<file path="src/rtl/fifo_word_packer.sv">
// Drains a byte FIFO and packs four bytes into a 32-bit valid/ready word.
// Optional partial-word flush on FIFO idle: define FIFO_RD_FLUSH_EN.
module fifo_word_packer #(
  parameter int BIG_END = 0,
  parameter int WCNT_W  = 16,
  parameter int TIMEOUT = 16
) (
  input  logic              clk,
  input  logic              rst,
  input  logic              e,
  output logic              RREQ,
  input  logic [7:0]        RD,
  output logic [31:0]       out_data,
  output logic [3:0]        out_be,
  output logic              out_valid,
  input  logic              out_ready,
  output logic [WCNT_W-1:0] word_cnt
);

  typedef enum logic {FILL, SEND} state_t;

  state_t     state;
  logic [2:0] req_cnt;
  logic [2:0] cap_cnt;
  logic       rd_pend;
  logic [1:0] lane;

  assign RREQ = (state == FILL) & ~e & (req_cnt < 3'd4);
  assign lane = (BIG_END != 0) ? (2'd3 - cap_cnt[1:0]) : cap_cnt[1:0];

`ifdef FIFO_RD_FLUSH_EN
  localparam int TW = (TIMEOUT < 2) ? 1 : $clog2(TIMEOUT);
  logic [TW-1:0] tcnt;
  logic          flush_go;
  logic [3:0]    fl_be;
  logic [31:0]   fl_data;

  // tcnt holds the number of consecutive empty cycles before this one
  assign flush_go = (state == FILL) && e && (cap_cnt != 3'd0) && (cap_cnt < 3'd4) &&
                    (req_cnt == cap_cnt) && (tcnt == TW'(TIMEOUT - 1));
  assign fl_be    = 4'((4'd1 << cap_cnt) - 4'd1);
  // big-endian partials are shifted down so the valid bytes sit in the enabled lanes
  assign fl_data  = (BIG_END != 0) ? (out_data >> {3'd4 - cap_cnt, 3'b000})
                                   : (out_data & {{8{fl_be[3]}}, {8{fl_be[2]}},
                                                  {8{fl_be[1]}}, {8{fl_be[0]}}});

  always_ff @(posedge clk or negedge rst) begin
    if (!rst)               tcnt <= '0;
    else if (!e || RREQ)    tcnt <= '0;
    else if (tcnt != TW'(TIMEOUT - 1)) tcnt <= tcnt + 1'b1;
  end
`endif

  always_ff @(posedge clk or negedge rst) begin
    if (!rst) begin
      state     <= FILL;
      req_cnt   <= '0;
      cap_cnt   <= '0;
      rd_pend   <= 1'b0;
      out_data  <= '0;
      out_be    <= '0;
      out_valid <= 1'b0;
      word_cnt  <= '0;
    end else begin
      rd_pend <= RREQ;
      case (state)
        FILL: begin
          if (RREQ) req_cnt <= req_cnt + 3'd1;
          if (rd_pend) begin
            out_data[lane*8 +: 8] <= RD;
            cap_cnt <= cap_cnt + 3'd1;
            if (cap_cnt == 3'd3) begin
              state     <= SEND;
              out_valid <= 1'b1;
              out_be    <= 4'hF;
            end
          end
`ifdef FIFO_RD_FLUSH_EN
          else if (flush_go) begin
            state     <= SEND;
            out_valid <= 1'b1;
            out_be    <= fl_be;
            out_data  <= fl_data;
          end
`endif
        end
        SEND: begin
          if (out_ready) begin
            state     <= FILL;
            out_valid <= 1'b0;
            req_cnt   <= '0;
            cap_cnt   <= '0;
            word_cnt  <= word_cnt + 1'b1;
          end
        end
        default: state <= FILL;
      endcase
    end
  end

endmodule
</file>
<file path="config.mk">
export PLATFORM = sky130hd
export DESIGN_NAME = fifo_word_packer
export DESIGN_NICKNAME = d
export VERILOG_FILES = /design/src/rtl/fifo_word_packer.sv
export SDC_FILE = /design/constraint.sdc
export NUM_CORES = 1
export LEC_CHECK = 0
export CORE_MARGIN = 4
export CORE_UTILIZATION = 40
export DETAILED_ROUTE_END_ITERATION = 10
export GPL_ROUTABILITY_DRIVEN = 1
export HOLD_SLACK_MARGIN = 0.03
export PLACE_DENSITY = 0.79
export SLEW_MARGIN = 20
export SYNTH_ARGS = -nofsm -noshare
export SYNTH_HDL_FRONTEND = slang
export SYNTH_SLANG_ARGS = --single-unit
export TNS_END_PERCENT = 5
</file>
<file path="constraint.sdc">
create_clock -name clk -period 2.2 [get_ports clk]
set_input_delay 0.22 -clock clk [delete_from_list [all_inputs] [get_ports clk]]
set_output_delay 0.22 -clock clk [all_outputs]
set_load 0.005 [all_outputs]
</file>
# --- Word-level counts from Yosys, hierarchy flattened ---
# Cells that the tools add are included.
totals:
  register_bits: 58
  output_inout_bits: 54
  wordCells: 44
classes:
  n_addsub: 4
  magnitude_cmp: 1
  n_eq_ne: 5
  shifts: 2
  mux: 14
  bitwise: 4
  reduce_logical: 6
ops:
  columns: ["op", "count"]
  rows:
  - ["negation 5 -> 34 bit", 1]
  - ["variable shift 8 x 34 -> 32 bit, first input constant", 1]
  - ["variable part select 8 x 34 -> 32 bit", 1]
  - ["bitwise mux 32 bit", 1]
  - ["adder 16 x 1 -> 16 bit, second input constant", 1]
  - ["one-hot mux 3 bit (2 select lines)", 2]
  - ["2-to-1 mux 3 bit", 3]
  - ["AND reduction 2 bit", 4]
  - ["adder 3 x 1 -> 3 bit, second input constant", 2]
  - ["2-to-1 mux 1 bit", 6]
  - ["!= test 2 bit, second input constant", 3]
  - ["AND reduction 3 bit", 2]
  - ["one-hot mux 1 bit (2 select lines)", 2]
  - ["== test 3 x 2 -> 1 bit, second input constant", 1]
  - ["< comparator 3 bit, second input constant", 1]
  - ["bitwise AND 1 bit", 2]
  - ["!= test 2 x 1 -> 1 bit, second input constant", 1]
  - ["NOT 1 bit", 2]

# --- Longest topological paths before layout ---
# Gate-level depths: netlist (run 1).
depth:
  ltp_word: 5
  depth_mapped: 6
  mapped_depth_nobuf: 5

# --- Worst setup path after synthesis (run 1) ---
# OpenSTA, ideal clock, no wires.
synth_path:
  path_kind: "flip-flop to flip-flop"
  from: "register cap_cnt[0]"
  to: "register out_data[0]"
  setup_ps: 66
  t_arrival_ps: 1535
  required_time_ps: 2134
  setup_slack_ps: 599
  stages_incl_launch_ff: 7
  n_path_buf: 1
  synth_period_minus_slack_ps: 1601
  path_cell_list: "dfrtp_1 > inv_1 > ha_1 > inv_1 > and4_1 > clkbuf_1 > a22o_1"
synth_via:
  elab_chain_len: 3
  elab_cells_between_ends: 4
synth_rtl:
  columns: ["item", "line_no", "source"]
  rows:
  - ["start: declaration", "24", "logic [2:0] cap_cnt;"]
  - ["start signal: assignment", "71", "cap_cnt <= cap_cnt + 3'd1;"]
  - ["negation 5 -> 34 bit (*)", "70", "out_data[lane*8 +: 8] <= RD;"]
  - ["variable part select 8 x 34 -> 32 bit or variable shift 8 x 34 -> 32 bit (tied branches)", "70", null]
  - ["bitwise mux 32 bit (*)", "70", null]
  - ["end signal: assignment", "60", "out_data <= '0;"]
  - ["end signal: indexed assignment", "70", null]
  - ["end: declaration", "13", "output logic [31:0] out_data,"]
# Mark *: on every way between the ends. The rest lies on a longest branch, timed or not.
# A chain may end at the register's enable or synchronous reset.

# --- Worst setup path after layout (run 1) ---
layout_path:
  from: "register cap_cnt[0]"
  to: "register out_data[9]"
# The elaborated chain is that of the path after synthesis.

==> flow_metrics.py, run 1 <==
metrics = {
    "yosys": {
        "synthArstFlopShare": 1.00,
        "netlist_instances": 189,
        "ys.flop_type": "dfrtp_1",
        "ys_seq_area_frac": 0.605,
        "synth_top_family_by_area": "compound AO/OA/AOI/OAI gates",
        "yosys.area_share.adder": 0.0417,
        "synth_mux_area_frac": 0.00469,
        "syn-cell-area_um2": 2400,
        "synth_edf_count": 0,
        "synth-seq-cells": 58,
        "syn_area_per_cell_um2": 12.7,
        "synth-compound-area-share": 0.137,
        "synth_cell_types": 28,
        "syn-num-nets": 209,
        "yosys.area_share.simple": 0.127,
        "synth-xor-area-share": 0.0584,
        "yosys_warnings": 0,
    },
    "worst_setup_path": {
        "cp_max_fo": 7,
        "crit_type": "reg -> reg",
        "crit_arrival_ps": 2200,
        "ff2ff_setup_slack_ps": 270,
        "cp-start-kind": "flip-flop",
        "end_kind": "flip-flop",
        "crit_required_ps": 2470,
    },
    "global_route": {
        "gr-total-overflow": 0,
        "grt_pass1_vias": 1906,
        "antenna_found_initial": 0,
        "grt_start_max_net_pins": 33,
        "grt_usage": 0.173,
        "grt_pass1_wl_um": 9760,
    },
    "timing": {
        "fmax_mhz": 519,
        "period_minus_slack_ps": 1930,
        "finalSetupTns_ps": 0,
        "hold_viol": 0,
        "rsz0062_at_grt": "no",
        "worst_clock_skew_ps": 10.8,
        "worst_pin_slew_ps": 681,
        "setup_violations": 0,
        "slew-limit-headroom": 0.543,
        "drv_slew": 0,
        "fin_crit_sh": 0.876,
    },
    "die": {
        "rows": 27,
        "io_pins": 66,
        "initial_core_util": 0.423,
        "die_area_um2": 7300,
        "die_y_um": 85.4,
        "die_x_um": 85.4,
        "core_region_area_um2": 5680,
    },
    "power": {
        "p_per_area_nw_per_um2": 877,
        "leakage_nw": 1.56,
        "irDropWorstVdd_uv": 547,
    },
    "final_layout": {
        "drive_gt1_frac": 0.104,
        "layout_common_cells": "64 x clkdlybuf4s50_1, 58 x dfrtp_1, 33 x a22o_1",
        "multiInputGateArea_um2": 883,
        "syn2layout_area_growth_pct": 41.2,
        "nFillCells": 447,
        "layout_commonest_cell": "clkdlybuf4s50_1",
        "regArea_um2": 1450,
        "finalNetCount": 285,
        "n_antenna_cell": 0,
        "fin_area_um2": 3390,
    },
    "status": {
        "status": "complete, no violations",
    },
    "cts": {
        "clk_latency_ps": 340,
        "hold_buffers": 1,
        "htreeDepth": 3,
        "cts_sinks": 58,
        "tritoncts": "built",
        "clkTransAtPathRegs_ps": 60,
        "cts_buffers": 9,
        "cts_root_buf": "clkbuf_8",
        "cts-resized-gates": 0,
        "cts.path.max_buffers": 2,
        "post-cts-setup-buffers": 0,
    },
    "place": {
        "port_buffers": 65,
        "dpl_cell_area_um2": 3140,
        "dp_hpwl_um": 4140,
        "globalplace.congestion": 0.761,
    },
    "flow_run": {
        "drv_cap": 0,
    },
    "detailed_routing": {
        "route.detailed.drc": 0,
        "vias": 1777,
        "routedWlPerCell_um": 16.6,
        "ant_nets": 0,
        "drt-initial-drc-count": 65,
        "drtPass1Iterations": 4,
        "wl_um": 5690,
        "avgViaCountPerCell": 5.20,
    },
    "worst_hold_path": {
        "min_path_type": "reg -> reg",
    },
}
kinds of logic after synthesis:
group,count (synthesis)
AO/OA/AOI/OAI,40
XOR/XNOR,16
adder cells (fa/ha/maj),8
AND/OR/NAND/NOR,54
multiplexers,1
flip-flops,58
buffers and inverters,12
cells in the mapped netlist, types with 2 or more instances:
cell type,number,share of area
nand2_1,19,0.030
nor3_1,4,0.0083
nor2b_1,2,0.0052
xnor2_1,10,0.037
inv_1,6,0.0094
xor2_1,6,0.022
and3_1,2,0.0052
nand2b_1,4,0.010
ha_1,8,0.042
buf_4,5,0.016
a22o_1,33,0.12
nand3_1,5,0.010
nor2_1,4,0.0063
nand2_2,3,0.0078
dfrtp_1,58,0.61
and4_1,2,0.0073
o22ai_1,3,0.0078
o21ai_0,3,0.0063
nor4_1,3,0.0078
flip-flops by register name, indices dropped and copies added (netlist names):
| signal | count |
|---|---|
| req_cnt | 3 |
| word_cnt | 16 |
| rd_pend | 1 |
| out_valid | 1 |
| cap_cnt | 3 |
| out_data | 32 |
| state | 1 |
| out_be | 1 |
through the flow:
stage / worst slack [ps] / hold slack [ps] / instances / power, mW / utilization
after floorplan: 599 / -75.6 / 189 / 1.55 / -
after global placement: 316 / 272 / 325 / 1.80 / 0.554
after global routing: 160 / 520 / 342 / 3.11 / 0.597
after detailed placement: 298 / 271 / 325 / 1.83 / 0.554
final: 272 / 470 / 342 / 2.97 / 0.597
after CTS: 230 / 470 / 342 / 3.00 / 0.597
worst paths after layout:
path / startpoint / end / cells past startpoint
setup reg to reg: cap_cnt[0] / out_data[9] / 5
hold reg to reg: word_cnt[15] / word_cnt[15] / 1
min in group asynchronous: rst / word_cnt[15] / 2
max in group asynchronous: rst / out_data[30] / 3
setup / recovery: cap_cnt[0] / out_data[9] / 5
hold / removal: word_cnt[15] / word_cnt[15] / 1
final cells by class:
class | instances | area share
inverters | 6 | 0.00665
well taps | 72 | 0.0266
clock buffers | 10 | 0.0377
clock inverters | 6 | 0.0310
flip-flops and latches | 58 | 0.429
multi-input cells | 119 | 0.261
repair buffers | 71 | 0.208
worst max-delay path, cell delays in order, from the launching register on:
cell     delay, ps
dfrtp_1        450
inv_1          130
ha_1           350
inv_1          120
nor3_1         590
a22o_1         230
report_power, final:
part	switching (mW)	leakage, nW	internal [mW]
sequential	0.0896	0.785	1.17
combinational	0.249	0.656	0.295
clock	0.419	0.120	0.747
total	0.758	1.56	2.21
metal layers:
layer  wire (µm)  track usage  part of all wire
met4         107       0.0820             0.019
met5           0            0                 0
met3         169       0.0330             0.030
met1        2400        0.219              0.42
met2        3010        0.286              0.53
Power figures use the tool's default switching activity.
==> inputs of run 2 (changes only) <==
- ABC_AREA: not set -> 1
- PLACE_DENSITY: 0.79 -> 0.78
==> flow_metrics.py, run 2 <==
metrics = {
    "global_route": {
        "grt_pass1_vias": 2045,
        "grt_pass1_wl_um": 9950,
        "grt_usage": 0.164,
        "antenna_found_initial": 0,
        "grt_start_max_net_pins": 29,
        "gr-total-overflow": 0,
    },
    "yosys": {
        "yosys.area_share.adder": 0.0385,
        "synth-seq-cells": 58,
        "syn_area_per_cell_um2": 9.53,
        "synthTopCellsByCount": "58 x dfrtp_1, 54 x o21ai_0, 48 x nand2_1",
        "ys.flop_type": "dfrtp_1",
        "synth_top_cell_area_share": 0.558,
        "yosys.area.top_type": "dfrtp_1",
        "synth_edf_count": 0,
        "yosys.area_share.simple": 0.167,
        "yosys-top-cells-area": "dfrtp_1 56%, o21ai_0 10%, nand2_1 6.9%",
        "syn-cell-area_um2": 2600,
        "yosysMostFrequentCell": "dfrtp_1",
        "synth_cell_types": 23,
        "ys_seq_area_frac": 0.558,
        "synth_mux_area_frac": 0,
        "synth-xor-area-share": 0.0370,
        "synth-compound-area-share": 0.127,
        "synth_top_family_by_area": "simple AND/OR/NAND/NOR gates",
        "syn-num-nets": 293,
        "netlist_instances": 273,
        "synthArstFlopShare": 1.00,
        "yosys_warnings": 0,
    },
    "detailed_routing": {
        "route.detailed.drc": 0,
        "wl_um": 6120,
        "routedWlPerCell_um": 14.3,
        "vias": 2150,
        "drt-initial-drc-count": 134,
        "drtPass1Iterations": 4,
        "ant_nets": 0,
        "avgViaCountPerCell": 5.01,
    },
    "power": {
        "p_int_mw": 2.79,
        "power_mw": 4.09,
        "p_clk_frac": 0.245,
        "leakage_nw": 1.71,
        "p_per_area_nw_per_um2": 1150,
        "irDropWorstVdd_uv": 584,
        "swShare": 0.318,
        "sequentialPowerShare": 0.398,
        "switchingPower_mw": 1.30,
        "comb_power_share": 0.357,
    },
    "worst_setup_path": {
        "ff2ff_setup_slack_ps": 590,
        "slowest_delay_ps": 520,
        "r2r-start": "cap_cnt[1]",
        "end_kind": "output port",
        "worstPathCellList": "inv_2 -> nand3_1 -> inv_1 -> clkdlybuf4s50_1",
        "crit_required_ps": 1980,
        "crit_type": "reg -> out",
        "crit_arrival_ps": 1670,
        "crit_path_top_delay_cell": "clkdlybuf4s50_1",
        "cp_max_fo": 5,
        "cp-start-kind": "flip-flop",
        "cp-startpoint": "state",
    },
    "timing": {
        "worst_pin_slew_ps": 696,
        "fmax_mhz": 528,
        "setup_violations": 0,
        "fin_crit_sh": 0.861,
        "slew-limit-headroom": 0.535,
        "rsz0062_at_grt": "no",
        "drv_slew": 0,
        "worst_clock_skew_ps": 5.83,
        "hold_slack_ps": 360,
        "hold_viol": 0,
        "period_minus_slack_ps": 1890,
        "setup_ws_ps": 306,
        "finalSetupTns_ps": 0,
    },
    "cts": {
        "cts_root_buf": "clkbuf_8",
        "post-cts-setup-buffers": 0,
        "clkTransAtPathRegs_ps": 70,
        "cts-resized-gates": 0,
        "clk_latency_ps": 320,
        "hold_buffers": 1,
        "htreeDepth": 3,
        "cts_buffers": 9,
        "cts_sinks": 58,
        "tritoncts": "built",
        "cts.path.max_buffers": 2,
    },
    "die": {
        "core_region_area_um2": 6350,
        "io_pins": 66,
        "die_area_um2": 7860,
        "die_x_um": 88.6,
        "die_y_um": 88.6,
        "initial_core_util": 0.410,
        "rows": 29,
    },
    "place": {
        "globalplace.congestion": 0.837,
        "place_inst": 412,
        "dpl_worst_slack_ps": 556,
        "dpl_cell_area_um2": 3340,
        "port_buffers": 65,
        "dp_hpwl_um": 4550,
    },
    "final_layout": {
        "utilization": 0.560,
        "drive_gt1_frac": 0.0824,
        "finalNetCount": 367,
        "regArea_um2": 1450,
        "layout_common_cells": "64 x clkdlybuf4s50_1, 58 x dfrtp_1, 54 x o21ai_0",
        "max_flop_register": "out_data",
        "syn2layout_area_growth_pct": 36.7,
        "final_cells": 429,
        "n_antenna_cell": 0,
        "fin_area_um2": 3560,
        "layout_commonest_cell": "clkdlybuf4s50_1",
        "top_regs": "out_data: 32 flops, word_cnt: 16 flops",
        "largest_reg_flops": 32,
        "nFillCells": 554,
        "multiInputGateArea_um2": 963,
    },
    "status": {
        "status": "complete, no violations",
    },
    "flow_run": {
        "drv_cap": 0,
    },
    "worst_hold_path": {
        "min_path_type": "in -> async",
    },
}
[run 2: worst max-delay path: cells and delay by family, from the launching register on]
kind	cells	cell delay [ps]
buffers and inverters	3	780
flip-flops	1	480
AND/OR/NAND/NOR	1	90
[run 2: kinds of logic (layout without fill, tap and decap cells)]
| kind of cell | after synthesis | in the layout |
|---|---|---|
| AOI/OAI and AO/OA | 63 | 63 |
| xor gates and xnor gates | 11 | 11 |
| adders and majority gates | 8 | 8 |
| buffers and inverters | 46 | 125 |
| DFF | 58 | 58 |
| and+or+nand+nor | 87 | 87 |
[run 2: path summary, 6_finish.rpt]
kind	end	depth (start not counted)
setup / recovery	RREQ	4
hold / removal	word_cnt[15]	2
setup reg to reg	out_data[16]	6
hold reg to reg	out_data[6]	2
max in group asynchronous	out_data[16]	3
min in group clk	out_data[6]	2
[run 2: power groups by stage]
stage	logic [mW]	clock network [mW]	registers [mW]
after floorplan	0.610	0	1.64
after global placement	1.42	0	1.64
after detailed placement	1.47	0	1.65
after CTS	1.48	1.02	1.63
after global routing	1.63	1.07	1.67
final	1.46	1.00	1.63
[run 2: final cells by class]
type / instances / area share
Inverter: 40 / 0.0422
Clock buffer: 12 / 0.0436
Tap cell: 77 / 0.0271
Timing Repair Buffer: 69 / 0.194
Multi-Input combinational cell: 169 / 0.271
Sequential cell: 58 / 0.408
Clock inverter: 4 / 0.0141
[run 2: routing by layer]
layer,track usage,wire [µm],share of wire,vias up
li1,-,-,-,1034
met2,0.262,3090,0.51,54
met1,0.219,2650,0.43,1050
met5,0,0,0,-
met3,0.0270,258,0.042,12
met4,0.0742,116,0.019,0
